===== src/rtl/mdm_mod_core.sv =====
// rtl/mdm_mod_core.sv - PN-driven 2ASK/2FSK/2PSK/2DPSK/QPSK modulator feeding a parallel DAC
module mdm_mod_core #(
    parameter int DAC_W       = 8,
    parameter int ADDR_W      = 7,
    parameter int CLK_DIV     = 4,
    parameter int CYC_PER_SYM = 2,
    parameter int FSK_MULT    = 2,
    parameter int PN_ORDER    = 7
) (
    input  logic              clk,
    input  logic              reset_n,
    input  logic              enable,
    input  logic [2:0]        mode,
    output logic [ADDR_W-1:0] rom_addr,
    input  logic [DAC_W-1:0]  rom_data,
    output logic [DAC_W-1:0]  dac_data,
    output logic              clk_DA,
    output logic              blank_DA_n,
    output logic              sync_DA_n,
    output logic              sym_strobe,
    output logic [1:0]        sym_out
);
    localparam int SYM_LEN = CYC_PER_SYM * (2 ** ADDR_W);
    localparam int SYM_W   = $clog2(SYM_LEN);
    localparam int DIV_W   = $clog2(CLK_DIV);
    localparam int TAP     = (PN_ORDER == 9) ? 5 : (PN_ORDER == 15) ? 14 : 6;

    localparam logic [DAC_W-1:0]  MID       = DAC_W'(1) << (DAC_W - 1);
    localparam logic [ADDR_W-1:0] HALF      = ADDR_W'(1) << (ADDR_W - 1);
    localparam logic [ADDR_W-1:0] QTR       = ADDR_W'(1) << (ADDR_W - 2);
    localparam logic [ADDR_W-1:0] STEP_MARK = ADDR_W'(FSK_MULT);
    localparam logic [DIV_W-1:0]  DIV_LAST  = DIV_W'(CLK_DIV - 1);
    localparam logic [DIV_W-1:0]  DIV_HALF  = DIV_W'(CLK_DIV / 2);
    localparam logic [SYM_W-1:0]  SYM_LAST  = SYM_W'(SYM_LEN - 1);

    localparam logic [2:0] M_IDLE = 3'd0;
    localparam logic [2:0] M_ASK  = 3'd1;
    localparam logic [2:0] M_FSK  = 3'd2;
    localparam logic [2:0] M_PSK  = 3'd3;
    localparam logic [2:0] M_DPSK = 3'd4;
    localparam logic [2:0] M_QPSK = 3'd5;

    typedef enum logic {S_IDLE, S_RUN} state_t;

    state_t              state_q;
    state_t              state_d;
    logic [DIV_W-1:0]    div_q;
    logic [DIV_W-1:0]    div_d;
    logic [SYM_W-1:0]    sym_cnt_q;
    logic                first_q;
    logic [PN_ORDER-1:0] lfsr_q;
    logic                d_q;
    logic [2:0]          mode_q;
    logic [ADDR_W-1:0]   phase_q;
    logic [1:0]          tick_dly_q;

    logic                tick;
    logic                boundary;
    logic                start;
    logic                run_on;
    logic                mute;
    logic [2:0]          mode_in;
    logic [PN_ORDER-1:0] lfsr1;
    logic [PN_ORDER-1:0] lfsr2;
    logic [PN_ORDER-1:0] new_lfsr;
    logic [1:0]          new_bits;
    logic                new_d;
    logic [2:0]          cur_mode;
    logic [1:0]          cur_bits;
    logic                cur_d;
    logic [ADDR_W-1:0]   offset;
    logic [ADDR_W-1:0]   step;
    logic [ADDR_W-1:0]   phase_base;

    function automatic logic [PN_ORDER-1:0] lfsr_step(input logic [PN_ORDER-1:0] s);
        return {s[PN_ORDER-2:0], s[PN_ORDER-1] ^ s[TAP-1]};
    endfunction

    assign tick     = (state_q == S_RUN) && (div_q == DIV_LAST);
    assign boundary = tick && (first_q || (sym_cnt_q == SYM_LAST));
    // A boundary that finds enable low ends the run instead of opening a symbol.
    assign start    = boundary && enable;

    always_comb begin
        state_d = state_q;
        case (state_q)
            S_IDLE:  if (enable) state_d = S_RUN;
            S_RUN:   if (boundary && !enable) state_d = S_IDLE;
            default: state_d = S_IDLE;
        endcase
    end

    always_comb begin
        blank_DA_n = (state_q == S_RUN);
        sync_DA_n  = (state_q != S_RUN);
        sym_strobe = start;
    end

    assign run_on = (state_q == S_RUN) && (state_d == S_RUN);
    assign div_d  = !run_on ? '0 : (tick ? '0 : div_q + DIV_W'(1));

    assign mode_in  = (mode > M_QPSK) ? M_IDLE : mode;
    assign lfsr1    = lfsr_step(lfsr_q);
    assign lfsr2    = lfsr_step(lfsr1);
    assign new_bits = (mode_in == M_QPSK) ? {lfsr_q[PN_ORDER-1], lfsr1[PN_ORDER-1]}
                                          : {1'b0, lfsr_q[PN_ORDER-1]};
    assign new_lfsr = (mode_in == M_QPSK) ? lfsr2 : lfsr1;
    assign new_d    = (mode_in == M_DPSK) ? (d_q ^ lfsr_q[PN_ORDER-1]) : d_q;

    // The boundary tick already addresses the ROM with the incoming symbol's parameters.
    assign cur_mode   = start ? mode_in  : mode_q;
    assign cur_bits   = start ? new_bits : sym_out;
    assign cur_d      = start ? new_d    : d_q;
    assign phase_base = start ? '0 : phase_q;

    always_comb begin
        offset = '0;
        case (cur_mode)
            M_PSK:  offset = cur_bits[0] ? '0 : HALF;
            M_DPSK: offset = cur_d ? HALF : '0;
            M_QPSK: begin
                case (cur_bits)
                    2'b00:   offset = '0;
                    2'b01:   offset = QTR;
                    2'b11:   offset = HALF;
                    default: offset = HALF + QTR;
                endcase
            end
            default: offset = '0;
        endcase
        step = (cur_mode == M_FSK && cur_bits[0]) ? STEP_MARK : ADDR_W'(1);
    end

    assign mute = (mode_q == M_IDLE) || (mode_q == M_ASK && !sym_out[0]);

    always_ff @(posedge clk or negedge reset_n) begin
        if (!reset_n) begin
            state_q    <= S_IDLE;
            div_q      <= '0;
            clk_DA     <= 1'b0;
            tick_dly_q <= 2'b00;
            sym_cnt_q  <= '0;
            first_q    <= 1'b0;
            phase_q    <= '0;
            rom_addr   <= '0;
            dac_data   <= MID;
            mode_q     <= M_IDLE;
            sym_out    <= 2'b00;
            lfsr_q     <= '1;
            d_q        <= 1'b0;
        end else begin
            state_q    <= state_d;
            div_q      <= div_d;
            clk_DA     <= (div_d >= DIV_HALF);
            tick_dly_q <= run_on ? {tick_dly_q[0], tick} : 2'b00;
            if (!run_on) begin
                sym_cnt_q <= '0;
                phase_q   <= '0;
                rom_addr  <= '0;
                dac_data  <= MID;
                first_q   <= (state_q == S_IDLE) && (state_d == S_RUN);
            end else begin
                if (tick) begin
                    first_q   <= 1'b0;
                    sym_cnt_q <= start ? '0 : sym_cnt_q + SYM_W'(1);
                    rom_addr  <= phase_base + offset;
                    phase_q   <= phase_base + step;
                end
                if (start) begin
                    mode_q  <= mode_in;
                    sym_out <= new_bits;
                    lfsr_q  <= new_lfsr;
                    d_q     <= new_d;
                end
                // ROM answers one clk after the address, so sample it two clks after the tick.
                if (tick_dly_q[1]) dac_data <= mute ? MID : rom_data;
            end
        end
    end
endmodule


===== config.mk =====
export PLATFORM = sky130hd
export DESIGN_NAME = mdm_mod_core
export DESIGN_NICKNAME = d
export VERILOG_FILES = /design/src/rtl/mdm_mod_core.sv
export SDC_FILE = /design/constraint.sdc
export NUM_CORES = 1
export LEC_CHECK = 0
export CORE_UTILIZATION = 30
export CTS_CLUSTER_DIAMETER = 100
export DETAILED_ROUTE_END_ITERATION = 12
export PLACE_DENSITY = 0.61
export SYNTH_ARGS = -nofsm -noshare
export SYNTH_HDL_FRONTEND = slang
export SYNTH_SLANG_ARGS = --single-unit

===== constraint.sdc =====
create_clock -name clk -period 4.55 [get_ports clk]
set_clock_uncertainty 0.2 [all_clocks]
set_input_delay 0.91 -clock clk [delete_from_list [all_inputs] [get_ports clk]]
set_output_delay 0.91 -clock clk [all_outputs]
set_load 0.05 [all_outputs]

==> metrics.csv, run 1 <==
stage,metric,value,unit
run_status,status,finished clean,
clocking,total setup buffers inserted after CTS,0,
die,Die H,94.6,um
setup_path,CP required,4.53,ns
clocking,CTS tree,done,
logic_synthesis,post-synthesis cell count,274,
die,Initial Util,31.2,%
routing,DR iter-0 viols,95,
routing,max layer used,met4,
power_and_ir_drop,PD cells,585,mW/mm2
routing,Initial DRT Pass Iterations,4,
sta,worst setup margin,0.525,ns
routing,Met3 Wirelength,212,um
setup_path,Startpoint Class,input pin,
setup_path,kind of critical path,input pin to flop,
logic_synthesis,syn avg cell area,9.39,um2
routing,Routed Antenna Nets,0,
layout,layout cells sized above 1,10.6,%
setup_path,crit path buf inv count,5,
placement,detailed placer's ending HPWL,3890,um
global_routing,vias in the first global route,1887,
setup_path,"slowest stage delay, CP",0.57,ns
sta,RSZ-0062 raised after global routing,false,
clocking,Hold Buf Count CTS,0,
sta,period utilization,88.5,%
power_and_ir_drop,VDD IR-drop max,173,uV
layout,Area Growth Syn to Fin,21.3,%
setup_path,CP max stage cell,clkdlybuf4s50_1,
die,io pins,35,
global_routing,initial antenna violation count,0,
clocking,Clock Path Buffers,2,
global_routing,Tot GR Track Use,13.1,%
setup_path,most used cell along the critical path,nor2_1,
placement,gpl congestion,0.822,
sta,final hold viol count,0,
die,die area,0.00895,mm2
die,Die Wd,94.6,um
global_routing,GR Overflow Total,0,
sta,Slew Limit Fails,0,
die,Site Rows,33,
routing,met2 wire length,2540,um
clocking,Sink Count,49,
sta,Rel. slew slack,26.6,%
routing,Metal-1 WL,2710,um
logic_synthesis,ys async rst share,100,%
logic_synthesis,synth cell count leaders,"dfrtp_1, nand2_1, nor2_1, o21ai_0, a21oi_1",
job,max-capacitance violation count,0,
sta,fin crit period,4.02,ns
logic_synthesis,Post-Syn Nets,296,
setup_path,Crit path max-delay family,buffers and inverters,
clocking,worst skew pair latency,0.31,ns
logic_synthesis,most frequent cell after synthesis,dfrtp_1,
clocking,Clock Tree Root,clkbuf_8,
logic_synthesis,Synth area leader,dfrtp_1,
routing,Routed WL,5520,um
logic_synthesis,sequential area share after synthesis,48.0,%
setup_path,CP arrival,4.00,ns
global_routing,largest net degree at the start of global routing,50,
routing,via count,2020,
routing,DRC,0,
sta,Final setup viols,0,
layout,NumNets Final,331,
logic_synthesis,"Top FF cell, synth",dfrtp_1,
logic_synthesis,Synth cell types,51,
sta,Slew @ Worst Pin,1.10,ns
layout,area of the multi-input gates,0.00121,mm2
clocking,cts repair resizes,0,
logic_synthesis,Post-synth EDFFs,0,
logic_synthesis,synth warn,0,
clocking,CTS buffer count,5,
placement,number of I/O port buffers,34,
layout,Antenna Cells,0,
clocking,H-tree depth,2,
setup_path,crit-path max FO,9,
clocking,clock-pin slew on the worst setup and hold paths,0.09,ns
die,core area,0.00826,mm2
setup_path,crit-path cells,clkdlybuf4s50_1 -> inv_1 -> nor2_1 -> nand2_4 -> inv_2 -> mux2i_1 -> clkinv_2 -> nor3_1 -> inv_1 -> fa_1 -> nor2_1 -> and3_1 -> o21ai_0 -> a21oi_1 -> nor2_1,
logic_synthesis,largest cells by area after synthesis,"dfrtp_1, dfstp_2, o21ai_0",
logic_synthesis,"FF+latch count, synth",49,
routing,DR vias/cell,4.87,
logic_synthesis,Synth top area share,39.9,%
layout,Layout fillers,857,
placement,worst slack at placement,0.204,ns
routing,Avg WL per Cell,13.3,um
layout,register area,0.00124,mm2
power_and_ir_drop,Leak,1.37,nW
sta,f_max,248,MHz
logic_synthesis,post-synthesis cell area,0.00257,mm2
setup_path,endpoint class of the critical path,flop,
global_routing,first-pass GRT wire length,9170,um
sta,TNS Setup,0,ns
worst_hold_path,Hold WC Path Type,flop to flop,
==> stage by stage <==
stage / hold slack, ns / util [%] / total power [mW] / cell area (um2) / std cells
after floorplan: 0.206 / - / 1.27 / 2570 / 274
after global placement: 0.221 / 36.4 / 1.51 / 3010 / 407
after detailed placement: 0.235 / 36.4 / 1.53 / 3010 / 407
after CTS: 0.250 / 37.8 / 1.85 / 3120 / 415
after global routing: 0.271 / 37.8 / 1.96 / 3120 / 415
final: 0.249 / 37.8 / 1.83 / 3120 / 415
==> placed cells by master, fill, tap and decap left out, drive strengths merged, types with 4 or more instances in the layout <==
| cell type | n |
|---|---|
| a21oi | 21 |
| a31oi | 5 |
| and3 | 6 |
| buf | 5 |
| clkbuf | 5 |
| clkdlybuf4s50 | 33 |
| dfrtp | 41 |
| dfstp | 8 |
| ha | 7 |
| inv | 15 |
| mux2i | 8 |
| nand2 | 32 |
| nand2b | 4 |
| nand3 | 5 |
| nor2 | 30 |
| nor2b | 7 |
| o21ai | 28 |
==> cells by family (layout without fill, tap and decap cells) <==
| group | count (synthesis) | count (layout) | synth area share [%] |
|---|---|---|---|
| xor+xnor | 5 | 5 | 1.70 |
| buf+inv | 26 | 62 | 4.86 |
| flops | 49 | 49 | 48.0 |
| simple gates | 103 | 103 | 20.0 |
| compound gates | 75 | 75 | 18.1 |
| mux | 8 | 8 | 3.11 |
| fa+ha+maj | 8 | 8 | 4.18 |
==> routing by layer <==
metal,vias up,track usage [%]
met5,-,0
met2,31,20.9
met4,0,3.41
met1,954,17.9
li1,1028,-
met3,7,2.74
==> power by group <==
group	internal, mW	leakage [nW]	switching, mW
clock	0.165	0.0543	0.151
sequential	0.566	0.604	0.102
combinational	0.301	0.713	0.541
==> sequential cells by signal, indices dropped and copies added, names as in the netlist, 2 cells and up <==
| name | count |
|---|---|
| dac_data | 8 |
| sym_cnt_q | 8 |
| lfsr_q | 7 |
| phase_q | 7 |
| rom_addr | 7 |
| mode_q | 3 |
| sym_out | 2 |
| tick_dly_q | 2 |
==> area by class of cell <==
class	instances	area share, %
clock inverters	3	1.48
flip-flops and latches	49	39.6
inverters	16	1.96
well taps	105	4.21
clock buffers	5	2.20
multi-input cells	199	38.8
repair buffers	38	11.7
==> final timing paths <==
kind	startpoint	endpoint	slack, ns	cells past startpoint
setup / recovery	enable	phase_q[6]	0.53	15
hold / removal	div_q[0]	div_q[0]	0.25	1
setup reg to reg	sym_cnt_q[0]	phase_q[6]	0.68	15
hold reg to reg	div_q[0]	div_q[0]	0.25	1
max in group asynchronous	reset_n	sym_cnt_q[5]	2.87	1
min in group asynchronous	reset_n	dac_data[5]	0.61	1
Note: power is estimated with default switching activity, not from simulation.
==> run 2: changes to the inputs <==
Settings changed: TNS_END_PERCENT set to 100.
==> results of run 2 <==
No change in the layout: final DEF, timing and power equal those of run 1.
==> run 3: changes to the inputs <==
Settings changed: ABC_AREA set to 1, CAP_MARGIN set to 20.
Clock period 4.55 ns to 4.8 ns, I/O delays scaled along.
==> metrics.csv, run 3 <==
stage,metric,value,unit
layout,layout cells sized above 1,12.1,%
setup_path,Startpoint Class,input pin,
power_and_ir_drop,Reg power frac,37.1,%
logic_synthesis,Post-Syn Nets,306,
die,die area,0.00880,mm2
placement,detailed placer's ending HPWL,3630,um
sta,Slew @ Worst Pin,0.624,ns
layout,"commonest non-fill, non-tap cell in the layout",nand2_1,
clocking,Clock Path Buffers,2,
die,Die Wd,93.8,um
logic_synthesis,ys async rst share,100,%
placement,number of I/O port buffers,34,
worst_hold_path,Hold WC Path Type,flop to flop,
die,core area,0.00818,mm2
layout,Regs by FF count,"dac_data: 8 flops, sym_cnt_q: 8 flops",
setup_path,Setup crit start,enable,
logic_synthesis,post-synthesis cell area,0.00253,mm2
logic_synthesis,XOR/XNOR Fraction of Synth Area,2.42,%
routing,Initial DRT Pass Iterations,4,
power_and_ir_drop,Leak,1.39,nW
clocking,H-tree depth,2,
power_and_ir_drop,PD cells,594,mW/mm2
clocking,Sink Count,49,
global_routing,vias in the first global route,1852,
routing,Avg WL per Cell,12.1,um
clocking,Hold Buf Count CTS,0,
layout,Antenna Cells,0,
setup_path,CP max stage cell,clkdlybuf4s50_1,
clocking,cts repair resizes,0,
logic_synthesis,mux cell area share after synthesis,0,%
clocking,worst skew pair latency,0.30,ns
setup_path,endpoint class of the critical path,output pin,
setup_path,"slowest stage delay, CP",0.85,ns
routing,DR iter-0 viols,142,
power_and_ir_drop,Clk network pwr share,13.1,%
global_routing,Tot GR Track Use,12.6,%
power_and_ir_drop,Net Switching,822,uW
logic_synthesis,synth warn,0,
global_routing,GR Overflow Total,0,
routing,Routed WL,5180,um
sta,RSZ-0062 raised after global routing,false,
layout,Area Growth Syn to Fin,20.5,%
layout,NumNets Final,343,
placement,Placed Instances,419,
setup_path,crit path buf inv count,3,
clocking,Clock Tree Root,clkbuf_8,
setup_path,Reg2Reg Depth,16,
sta,final hold viol count,0,
setup_path,crit-path max FO,23,
logic_synthesis,simple-gate share of the synthesized area,22.5,%
sta,f_max,235,MHz
sta,TNS Setup,0,ns
layout,Finished Layout Cells,427,
layout,most frequent cells in the layout,"nand2_1, dfrtp_1, inv_1",
sta,period utilization,88.6,%
logic_synthesis,"Top FF cell, synth",dfrtp_1,
sta,Slew Limit Fails,0,
logic_synthesis,sequential area share after synthesis,48.9,%
setup_path,WP depth,4,
logic_synthesis,largest cells by area after synthesis,"dfrtp_1, nand2_1, dfstp_2",
setup_path,CP arrival,3.09,ns
logic_synthesis,Synth top area share,40.6,%
power_and_ir_drop,total power draw,1.81,mW
setup_path,kind of critical path,input pin to output pin,
routing,DR vias/cell,4.65,
placement,gpl congestion,0.814,
clocking,clock-pin slew on the worst setup and hold paths,0.09,ns
clocking,CTS tree,done,
setup_path,CP required,3.64,ns
routing,Routed Antenna Nets,0,
global_routing,largest net degree at the start of global routing,50,
setup_path,capturing point of the worst reg2reg path,phase_q[6],
clocking,total setup buffers inserted after CTS,0,
logic_synthesis,post-synthesis cell count,284,
job,max-capacitance violation count,0,
power_and_ir_drop,Net Sw Frac,45.4,%
sta,Rel. slew slack,58.4,%
sta,Final setup viols,0,
setup_path,R2R Path Start,sym_cnt_q[0],
setup_path,most used cell along the critical path,clkdlybuf4s50_1,
logic_synthesis,most frequent cell after synthesis,nand2_1,
routing,via count,1985,
global_routing,first-pass GRT wire length,8670,um
sta,fin crit period,4.25,ns
die,Initial Util,30.9,%
setup_path,Worst Setup EP,sym_strobe,
die,Site Rows,33,
layout,"Core Util, Final",37.3,%
setup_path,"reg-to-reg slack, setup",1.56,ns
routing,DRC,0,
logic_synthesis,syn avg cell area,8.90,um2
logic_synthesis,adder-cell area share of the yosys netlist,4.26,%
logic_synthesis,Post-synth EDFFs,0,
logic_synthesis,combinational family with the most area after synthesis,simple AND/OR/NAND/NOR gates,
power_and_ir_drop,Logic pwr share,49.8,%
power_and_ir_drop,VDD IR-drop max,243,uV
logic_synthesis,"FF+latch count, synth",49,
setup_path,Crit path max-delay family,buffers and inverters,
logic_synthesis,synth cell count leaders,"nand2_1, dfrtp_1, inv_1, o21ai_0, nor2_1",
logic_synthesis,Synth area leader,dfrtp_1,
logic_synthesis,Synth cell types,42,
die,io pins,35,
logic_synthesis,compound-cell area share of the yosys netlist,14.5,%
power_and_ir_drop,Pint,989,uW
run_status,status,finished clean,
global_routing,initial antenna violation count,0,
setup_path,crit-path cells,clkdlybuf4s50_1 -> nand3_4 -> inv_2 -> clkdlybuf4s50_1,
die,Die H,93.8,um
clocking,CTS buffer count,5,
## run 3: cell count changes after synthesis, sizes merged, moves of 6 or more
cell   change
nand2     +38
inv       +23
a21oi     -16
nor2       -9
mux2i      -8
a22oi      +7
nor2b      -7
and3       -6
## run 3: worst min path at each step
stage,depth (start not counted),to,start
CTS,1,div_q[0],div_q[0]
finish,1,div_q[0],div_q[0]
global route,1,div_q[0],div_q[0]
global placement,1,div_q[0],div_q[0]
floorplan,1,div_q[0],div_q[0]
detailed placement,1,div_q[0],div_q[0]
## run 3: cell families (layout without fill, tap and decap cells)
kind of cell,after synthesis,after routing
flip-flops,49,49
AND/OR/NAND/NOR,115,115
XOR/XNOR,7,7
AO/OA/AOI/OAI,60,60
adder cells (fa/ha/maj),8,8
buffers and inverters,45,83
## run 3: routing by layer
| metal | up-vias | track usage [%] | wire length (um) |
|---|---|---|---|
| met4 | 0 | 3.85 | 35 |
| met5 | - | 0 | 0 |
| met2 | 39 | 20.9 | 2370 |
| li1 | 1017 | - | - |
| met3 | 4 | 2.59 | 254 |
| met1 | 925 | 16.6 | 2520 |
## run 3: layout make-up
cell class	count	area, um2
repair buffers	35	343
clock buffers	8	80.1
inverters	40	151
multi-input cells	190	1100
flip-flops and latches	49	1240
fillers	850	5130
well taps	105	131
## run 3: power groups by stage
stage / Sequential [mW] / Combinational [mW] / Clock [mW]
finish: 0.672 / 0.902 / 0.237
global route: 0.692 / 1.00 / 0.260
CTS: 0.673 / 0.914 / 0.247
detailed placement: 0.680 / 0.908 / 0
global placement: 0.677 / 0.900 / 0
floorplan: 0.859 / 0.474 / 0
## run 3: per-stage QoR
stage | area [um2] | worst slack, ns | hold slack (ns)
global route | 3050 | 0.428 | 0.261
floorplan | 2530 | 1.57 | 0.207
global placement | 2970 | 0.615 | 0.226
detailed placement | 2970 | 0.568 | 0.228
CTS | 3050 | 0.552 | 0.241
finish | 3050 | 0.549 | 0.242
## run 3: worst register-to-register path, stage by stage, from the launching register on
cell     delay (ns)
dfrtp_1        0.40
ha_1           0.19
nand2_2        0.09
nor2_4         0.13
nand2_2        0.09
nand2_4        0.10
nand3_4        0.27
nand2_1        0.20
o21ai_2        0.09
nand3_1        0.18
ha_1           0.19
inv_1          0.05
fa_1           0.41
nor3_2         0.22
nand3_1        0.11
xnor2_1        0.14
o21ai_1        0.07
